$ cat config.mk
export PLATFORM = sky130hd
export DESIGN_NAME = mips_run_controller_flat
export DESIGN_NICKNAME = d
export VERILOG_FILES = /design/src/rtl/mips_run_controller_if.sv /design/src/rtl/mips_run_controller.sv /design/src/flat_wrapper.sv
export SDC_FILE = /design/constraint.sdc
export NUM_CORES = 1
export LEC_CHECK = 0
export CORE_ASPECT_RATIO = 1.1
export CORE_MARGIN = 2
export CORE_UTILIZATION = 45
export CTS_CLUSTER_SIZE = 16
export DETAILED_ROUTE_END_ITERATION = 10
export PLACE_DENSITY = 0.87
export SETUP_SLACK_MARGIN = 0.3
export SLEW_MARGIN = 40
export SYNTH_ARGS = -nofsm -noshare
export SYNTH_HDL_FRONTEND = slang
export SYNTH_SLANG_ARGS = --single-unit
$ cat constraint.sdc
create_clock -name clock -period 2.6 [get_ports clock]
set_clock_uncertainty 0.1 [all_clocks]
set_input_delay 0.26 -clock clock [delete_from_list [all_inputs] [get_ports clock]]
set_output_delay 0.26 -clock clock [all_outputs]
set_load 0.03 [all_outputs]
$ cat src/rtl/mips_run_controller_if.sv
// rtl/mips_run_controller_if.sv - host command channel for the MIPS run/step controller
interface mips_run_controller_if #(
   parameter int CNT_WIDTH = 32
);
   logic                 cmd_valid;
   logic                 cmd_ready;
   logic [1:0]           cmd_op;
   logic [CNT_WIDTH-1:0] cmd_count;

   modport master (
      output cmd_valid,
      output cmd_op,
      output cmd_count,
      input  cmd_ready
   );

   modport slave (
      input  cmd_valid,
      input  cmd_op,
      input  cmd_count,
      output cmd_ready
   );
endinterface

$ cat src/rtl/mips_run_controller.sv
// rtl/mips_run_controller.sv - run/step/budget/breakpoint commit-enable controller for the MIPS core
// Breakpoint support is built only when MIPS_RUNCTL_BREAKPOINT_EN is defined.
module mips_run_controller #(
   parameter int PC_WIDTH  = 32,
   parameter int CNT_WIDTH = 32
) (
   input  logic                 clock,
   input  logic                 reset_n,
   mips_run_controller_if.slave cmd,
   input  logic [PC_WIDTH-1:0]  pc,
   input  logic                 halt_req,
   input  logic                 bp_valid,
   input  logic [PC_WIDTH-1:0]  bp_addr,
   output logic                 cpu_en,
   output logic                 running,
   output logic                 stop_pulse,
   output logic [1:0]           stop_cause,
   output logic [CNT_WIDTH-1:0] cycle_count
);
   typedef enum logic [1:0] {
      S_IDLE  = 2'd0,
      S_RUN   = 2'd1,
      S_COUNT = 2'd2
   } state_t;

   localparam logic [1:0] OP_HALT  = 2'b00;
   localparam logic [1:0] OP_STEP  = 2'b01;
   localparam logic [1:0] OP_RUN   = 2'b10;
   localparam logic [1:0] OP_RUN_N = 2'b11;

   localparam logic [1:0] CAUSE_HOST   = 2'b00;
   localparam logic [1:0] CAUSE_BUDGET = 2'b01;
   localparam logic [1:0] CAUSE_HALT   = 2'b10;
   localparam logic [1:0] CAUSE_BP     = 2'b11;

   state_t               state;
   logic [CNT_WIDTH-1:0] remaining;
   logic                 cmd_ready_q;
   logic                 bp_hit;
   logic                 stop_now;
   logic [1:0]           stop_code;

`ifdef MIPS_RUNCTL_BREAKPOINT_EN
   // skip lets a resume from the breakpoint PC execute that instruction once
   logic skip;
   assign bp_hit = bp_valid && (pc == bp_addr) && !skip;
`else
   logic unused_bp;
   assign unused_bp = ^{bp_valid, bp_addr, pc};
   assign bp_hit    = 1'b0;
`endif

   assign cpu_en        = (state != S_IDLE) && !bp_hit;
   assign cmd.cmd_ready = cmd_ready_q;

   // Stop events in priority order: breakpoint, halt instruction, budget, host HALT
   always_comb begin
      stop_now  = 1'b0;
      stop_code = CAUSE_HOST;
      if (state != S_IDLE) begin
         if (bp_hit) begin
            stop_now  = 1'b1;
            stop_code = CAUSE_BP;
         end else if (cpu_en && halt_req) begin
            stop_now  = 1'b1;
            stop_code = CAUSE_HALT;
         end else if (cpu_en && (state == S_COUNT) && (remaining == CNT_WIDTH'(1))) begin
            stop_now  = 1'b1;
            stop_code = CAUSE_BUDGET;
         end else if (cmd.cmd_valid && (cmd.cmd_op == OP_HALT)) begin
            stop_now  = 1'b1;
            stop_code = CAUSE_HOST;
         end
      end
   end

   always_ff @(posedge clock or negedge reset_n) begin
      if (!reset_n) begin
         state       <= S_IDLE;
         remaining   <= '0;
         cmd_ready_q <= 1'b1;
         running     <= 1'b0;
         stop_pulse  <= 1'b0;
         stop_cause  <= CAUSE_HOST;
         cycle_count <= '0;
`ifdef MIPS_RUNCTL_BREAKPOINT_EN
         skip        <= 1'b0;
`endif
      end else begin
         cmd_ready_q <= 1'b1;
         stop_pulse  <= 1'b0;
         if (cpu_en) begin
            cycle_count <= cycle_count + 1'b1;
`ifdef MIPS_RUNCTL_BREAKPOINT_EN
            skip        <= 1'b0;
`endif
         end
         case (state)
            S_IDLE: begin
               if (cmd.cmd_valid) begin
                  case (cmd.cmd_op)
                     OP_STEP: begin
                        state     <= S_COUNT;
                        running   <= 1'b1;
                        remaining <= CNT_WIDTH'(1);
`ifdef MIPS_RUNCTL_BREAKPOINT_EN
                        skip      <= 1'b1;
`endif
                     end
                     OP_RUN: begin
                        state   <= S_RUN;
                        running <= 1'b1;
`ifdef MIPS_RUNCTL_BREAKPOINT_EN
                        skip    <= 1'b1;
`endif
                     end
                     OP_RUN_N: begin
                        if (cmd.cmd_count != '0) begin
                           state     <= S_COUNT;
                           running   <= 1'b1;
                           remaining <= cmd.cmd_count;
`ifdef MIPS_RUNCTL_BREAKPOINT_EN
                           skip      <= 1'b1;
`endif
                        end
                     end
                     default: ;
                  endcase
               end
            end
            default: begin
               if (stop_now) begin
                  state      <= S_IDLE;
                  running    <= 1'b0;
                  stop_pulse <= 1'b1;
                  stop_cause <= stop_code;
                  remaining  <= '0;
               end else if ((state == S_COUNT) && cpu_en) begin
                  remaining <= remaining - 1'b1;
               end
            end
         endcase
      end
   end
endmodule

$ cat src/flat_wrapper.sv
// flat-port wrapper written by rule: the top's interface ports become plain ports
module mips_run_controller_flat 
#(
   parameter int PC_WIDTH  = 32,
   parameter int CNT_WIDTH = 32
)
  (clock, reset_n, pc, halt_req, bp_valid, bp_addr, cpu_en, running, stop_pulse, stop_cause, cycle_count, cmd_cmd_valid, cmd_cmd_op, cmd_cmd_count, cmd_cmd_ready);
  mips_run_controller_if #(.CNT_WIDTH(CNT_WIDTH)) cmd_i ();
  input  logic clock;
  input  logic reset_n;
  input  logic [PC_WIDTH-1:0] pc;
  input  logic halt_req;
  input  logic bp_valid;
  input  logic [PC_WIDTH-1:0] bp_addr;
  output logic cpu_en;
  output logic running;
  output logic stop_pulse;
  output logic [1:0] stop_cause;
  output logic [CNT_WIDTH-1:0] cycle_count;
  input wire logic [$bits(cmd_i.cmd_valid)-1:0] cmd_cmd_valid;
  input wire logic [$bits(cmd_i.cmd_op)-1:0] cmd_cmd_op;
  input wire logic [$bits(cmd_i.cmd_count)-1:0] cmd_cmd_count;
  output wire logic [$bits(cmd_i.cmd_ready)-1:0] cmd_cmd_ready;
  assign cmd_i.cmd_valid = cmd_cmd_valid;
  assign cmd_i.cmd_op = cmd_cmd_op;
  assign cmd_i.cmd_count = cmd_cmd_count;
  assign cmd_cmd_ready = cmd_i.cmd_ready;
  mips_run_controller #(.PC_WIDTH(PC_WIDTH), .CNT_WIDTH(CNT_WIDTH)) u_core (.clock(clock), .reset_n(reset_n), .cmd(cmd_i), .pc(pc), .halt_req(halt_req), .bp_valid(bp_valid), .bp_addr(bp_addr), .cpu_en(cpu_en), .running(running), .stop_pulse(stop_pulse), .stop_cause(stop_cause), .cycle_count(cycle_count));
endmodule
==> impl_metrics.toml, run 1 <==
[outcome]
outcome = "finished, final reports clean"

[sta]
rsz0062_at_grt = "true"
finalSetupViolations = 0
fin_crit_ns = 2.26
fmax_mhz = 442
worst-slew-pin-transition_ns = 0.638
report.final.slew_viol_count = 0
final.setup.tns_ns = 0
setup_slack_ns = 0.336
post-route-period-util_pct = 87.1
hold_viol_final = 0
max_slew_margin_pct = 57.5

[global_route]
grt_pass1_wl_microns = 16800
grt_pass1_vias = 3550
grt_antenna_before_repair = 0
grt.total_usage_pct = 22.5
grt_max_degree = 71
overflow = 0

[placement]
routabilityCongestion = 0.942
port_buffers = 74
hpwlAfterDp_microns = 7250
pre_cts_slack_ns = 0.00385

[setup_path]
criticalPathCategory = "flop to flop"
cp_data_required_time_ns = 2.73
end_kind = "flop"
arrival_ns = 2.39
cp_max_fo = 35
cp-start-kind = "flop"

[detailed_routing]
drt-vias-per-instance = 6.03
first_pass_iters = 5
ant_nets = 0
drt_iter0_drc = 277
drc = 0
finalWirelength_microns = 10700
wl_per_cell_microns = 16.9
vias = 3810

[synthesis]
synthArstFlopShare_pct = 100
yosysUniqueCellTypes = 47
synth_edf_count = 0
synthFlopType = "dfrtp_1"
synthCells = 413
synth_most_common_cell = "dfrtp_1"
synth_seq_cells = 70
netlist_area_sq_mm = 0.00386
synth_compound_area_share_pct = 19.7
ys.warnings.count = 0
synth_simple_gate_area_share_pct = 20.5
yosysSeqAreaShare_pct = 45.3
postSynthNetCount = 523
netlist_top_cells_area = "dfrtp_1 45%, xnor2_1 6.1%, a32oi_1 3.9%, nand2_1 3.6%, o2bb2ai_1 2.9%"
synth_top_area_share_pct = 45.3
synth_xor_area_share_pct = 7.02
synth_top_family_by_area = "simple AND/OR/NAND/NOR gates"
synth_top_cell_by_area = "dfrtp_1"
ys_top_cells_by_count = "70 x dfrtp_1, 37 x nand2_1, 28 x inv_1"
synthAdderAreaFrac_pct = 2.27
syn_area_per_cell_sq_um = 9.36
yosys-mux-area-fraction_pct = 0

[power_and_ir_drop]
power_leakage_nw = 2.15
powerDensity_mw_per_mm2 = 1040
ir_drop_mv = 0.590
total_power_mw = 5.51

[clock_tree]
cts_sinks = 70
cts-root-buf = "clkbuf_8"
clock_path_buffers = 2
cts_made_buffers = 9
clk_pin_slew_ns = 0.08
clk_latency_ns = 0.35
h-tree-depth = 3
cts_tree = "built"

[layout]
fillCellCount = 656
antennaDiodeCount = 0
seq_area_sq_mm = 0.00176
drive_gt1_share_pct = 15.2
syn_to_final_growth_pct = 37.1
multi_input_area_sq_mm = 0.00201
fin_nets = 626

[min_path]
hold_path.class = "flop to flop"

[run]
cap_violations = 0

[floorplan]
core_sq_mm = 0.00836
rows = 35
die_x_microns = 92.4
ios = 141
initial_utilization_pct = 46.2
die_y_microns = 101
die_area_sq_mm = 0.00935
[registers in the layout, indices dropped and copies added (netlist names)]
name	cells
u_core.remaining	32
u_core.state	2
u_core.running	1
u_core.stop_pulse	1
u_core.cycle_count	32
u_core.stop_cause	2
[critical path, cell delays in order (launching register included)]
cell and delay, ns:
dfrtp_1 0.43, nor4_4 0.32, nand3_2 0.22, nor4_4 0.32
buf_4 0.19, nor2_2 0.06, buf_12 0.17, a32oi_1 0.20
o22ai_1 0.12
[report_power, final]
group          switching (mW)  leakage (nW)  internal [mW]
Combinational            1.52          1.10           1.24
Sequential              0.397         0.942           1.36
Clock                   0.425         0.113          0.568
Total                    2.34          2.15           3.16
[timing repair]
action                                 in CTS  in global routing
gates resized for setup                     4                 18
endpoints found under the hold margin      70                  0
hold buffers                                1                  0
gates cloned                                0                  0
setup endpoints to repair                  32                 31
pin swaps                                   0                  9
buffers inserted                            0                 13
[routing by layer]
metal	share of wire [%]	wire [microns]	global-route usage (%)
met1	40	4280	28.4
met2	49	5210	38.1
met3	8.6	919	5.88
met4	2.3	248	7.35
met5	0	0	0
[metrics by stage]
step,hold WS (ns),cell area [sq um],cells,util (%)
floorplan,-0.136,3860,413,-
CTS,0.380,5120,619,61.3
finish,0.373,5300,632,63.4
global placement,0.361,4860,602,58.2
global route,0.401,5300,632,63.4
detailed placement,0.305,4870,602,58.2
[worst paths after layout]
kind                                                to              startpoint  slack (ns)  depth (start not counted)
worst max-delay path              u_core.remaining[30]    u_core.remaining[19]        0.34                          8
worst min-delay path            u_core.cycle_count[31]  u_core.cycle_count[31]        0.37                          1
worst max register to register    u_core.remaining[30]    u_core.remaining[19]        0.34                          8
worst min register to register  u_core.cycle_count[31]  u_core.cycle_count[31]        0.37                          1
max in group asynchronous          u_core.remaining[9]                 reset_n        1.47                          3
min in group asynchronous        u_core.cycle_count[6]                 reset_n        0.43                          3
[layout by cell type, fill, tap and decap left out, drive strengths merged, types with 3 or more instances in the layout]
master / Yosys / final
xnor2: 27 / 27
o31ai: 3 / 3
nand3: 17 / 17
a32oi: 17 / 17
o2bb2ai: 13 / 13
a22o: 4 / 4
o22ai: 14 / 14
clkdlybuf4s50: 0 / 72
and4: 3 / 3
nor2: 27 / 27
and3: 6 / 6
clkinv: 1 / 4
nor3: 16 / 16
dfrtp: 70 / 70
clkbuf: 16 / 11
a21oi: 17 / 17
ha: 7 / 7
xor2: 4 / 4
a22oi: 10 / 10
nand2: 37 / 37
nand4: 9 / 9
inv: 28 / 28
and2: 3 / 3
o21ai: 20 / 20
buf: 5 / 39
nor4: 18 / 18
[layout make-up]
class                           count  share of cell area, %
Timing Repair Buffer              113                   20.0
Clock inverter                      5                   1.56
Clock buffer                       11                   2.67
Multi-Input combinational cell    293                   38.0
Inverter                           29                   2.05
Tap cell                          111                   2.62
Sequential cell                    70                   33.1
[cells by family after synthesis]
logic type / count (synthesis)
adders and majority gates: 7
other: 1
AOI/OAI and AO/OA: 109
and+or+nand+nor: 145
DFF: 70
buffers and inverters: 50
xor gates and xnor gates: 31
(Power assumes the default switching activity.)
==> run 2: changes to the inputs <==
SETUP_SLACK_MARGIN = 0.15   (was 0.3)
==> run 2 against run 1 <==
First-iteration DRC count is 19% lower. Clock power is 0.9% lower. Register-to-register slack worse by 0.06 ns. Non-clock buffer count is 11 lower. Critical endpoint is now u_core.remaining[21]. Via count is 2.0% lower. Sequential power hardly changed. Largest cell class unchanged. Combinational power is 11% lower. Power is 5.9% lower. Critical path depth is 2 lower. Sequential cell count stayed put. Hold slack hardly changed. Wire length is 4.6% lower.
==> impl_metrics.toml, run 2 (same netlist as run 1, synthesis figures left out) <==
[detailed_routing]
drt_iter0_drc = 225
drt-vias-per-instance = 6.01
finalWirelength_microns = 10200
wl_per_cell_microns = 16.4
drc = 0
ant_nets = 0
vias = 3735
first_pass_iters = 4

[power_and_ir_drop]
switching_power_mw = 2.20
powerDensity_mw_per_mm2 = 1010
combinationalPowerShare_pct = 47.6
switching_share_pct = 42.5
p_clk_share_pct = 19.0
intPower_mw = 2.98
ir_drop_mv = 0.528
power_leakage_nw = 2.09
p_seq_share_pct = 33.4
total_power_mw = 5.18

[global_route]
grt_pass1_wl_microns = 16700
grt_max_degree = 71
grt_use_met1_pct = 28.6
use_met2_pct = 37.6
grt.total_usage_pct = 22.4
overflow = 0
use_met3_pct = 5.88
grt_antenna_before_repair = 0
grt_pass1_vias = 3531
busiest_layer = "met2"

[clock_tree]
cts_sinks = 70
clk_pin_slew_ns = 0.08
clk_latency_ns = 0.35
h-tree-depth = 3
cts_tree = "built"
clock_path_buffers = 2
cts_made_buffers = 9
cts-root-buf = "clkbuf_8"

[sta]
fin_crit_ns = 2.32
max_slew_margin_pct = 57.8
finalSetupViolations = 0
report.final.slew_viol_count = 0
rsz0062_at_grt = "true"
final.setup.tns_ns = 0
post-route-period-util_pct = 89.3
hold_viol_final = 0
worst-slew-pin-transition_ns = 0.633
fmax_mhz = 431
fin_hold_ws_ns = 0.373

[floorplan]
core_sq_mm = 0.00836
initial_utilization_pct = 46.2
die_y_microns = 101
rows = 35
die_x_microns = 92.4
die_area_sq_mm = 0.00935
ios = 141

[layout]
drive_gt1_share_pct = 11.0
final_common_cell = "clkdlybuf4s50_1"
fin_nets = 615
syn_to_final_growth_pct = 33.1
largestRegisters = "u_core.cycle_count x32, u_core.remaining x32"
antennaDiodeCount = 0
mostFrequentLayoutCells = "72 x clkdlybuf4s50_1, 70 x dfrtp_1, 37 x nand2_1, 28 x inv_1, 27 x xnor2_1"

[min_path]
whs_path_depth = 1
min_delay_worst_endpoint = "u_core.cycle_count[31]"
hold_path.class = "flop to flop"
min_from = "u_core.cycle_count[31]"

[setup_path]
path_cells = "nor4_4, nand4_1, nor4_2, nand2_1, a21oi_1, o22ai_1"
end_kind = "flop"
critPathSlowestCell = "nor4_2"
cp_data_required_time_ns = 2.73
cp_max_fo = 6
reg2reg_to = "u_core.remaining[21]"
cpPeakStageDelay_ns = 0.47
rr_startpoint = "u_core.remaining[10]"
r2r_slack_ns = 0.28
r2r_cells = 6
cp-start-kind = "flop"
criticalPathCategory = "flop to flop"
arrival_ns = 2.45

[outcome]
outcome = "finished, final reports clean"

[placement]
hpwlAfterDp_microns = 7250
routabilityCongestion = 0.942
port_buffers = 74

[run]
cap_violations = 0
==> run 2: changes by cell type in the layout (fill, tap and decap cells not counted), sizes merged <==
cell	delta
buf	-11
==> run 2: layout make-up <==
| cell class | instances | area, sq um |
|---|---|---|
| Timing Repair Buffer | 102 | 976 |
| Multi-Input combinational cell | 293 | 1940 |
| Clock buffer | 11 | 141 |
| Tap cell | 111 | 139 |
| Sequential cell | 70 | 1750 |
| Inverter | 29 | 109 |
| Fill cell | 690 | 3220 |
| Clock inverter | 5 | 82.6 |
==> run 2: worst max-delay path by stage <==
stage                          from  cells past startpoint  slack [ns]                   end
2_1_floorplan   u_core.remaining[0]                      8        0.36  u_core.remaining[28]
3_3_place_gp      cmd_cmd_count[14]                      8        0.02  u_core.remaining[20]
3_5_place_dp      cmd_cmd_count[14]                      8       0.004  u_core.remaining[26]
4_1_cts        u_core.remaining[10]                      6        0.16  u_core.remaining[21]
5_1_grt        u_core.remaining[10]                      6        0.13  u_core.remaining[27]
6_report       u_core.remaining[10]                      6        0.28  u_core.remaining[21]
==> run 2: metal layers <==
metal  vias up  routed length [microns]
met2       188                     4980
met3        20                      842
met5         -                        0
met1      1812                     4140
met4         0                      202
li1       1715                        -
==> run 2: through the flow <==
step           util (%)  instance area [sq um]  worst slack, ns  std cells
6_report           61.5                   5140            0.278        621
5_1_grt            61.5                   5140            0.133        621
4_1_cts            61.0                   5100            0.165        619
3_5_place_dp       58.2                   4870          0.00385        602
3_3_place_gp       58.2                   4860           0.0177        602
2_1_floorplan         -                   3860            0.359        413
==> run 2: power by group through the flow <==
stage | combinational, mW | clock (mW) | sequential (mW)
CTS | 2.34 | 0.995 | 1.69
global route | 2.69 | 1.07 | 1.76
floorplan | 1.47 | 0 | 1.73
detailed placement | 2.33 | 0 | 1.71
global placement | 2.26 | 0 | 1.68
finish | 2.47 | 0.984 | 1.73
==> run 2: critical path: cells and delay by family, from the launching register on <==
family | cells | cell delay (ns)
and+or+nand+nor | 4 | 1.41
AOI/OAI and AO/OA | 2 | 0.25
DFF | 1 | 0.43
==> run 2: what timing repair did <==
action,in CTS,in global routing
hold buffers,1,0
gates resized for setup,1,4
setup buffers,0,2
endpoints found under the setup margin,1,29
hold endpoints to repair,70,0
pin swaps,0,1
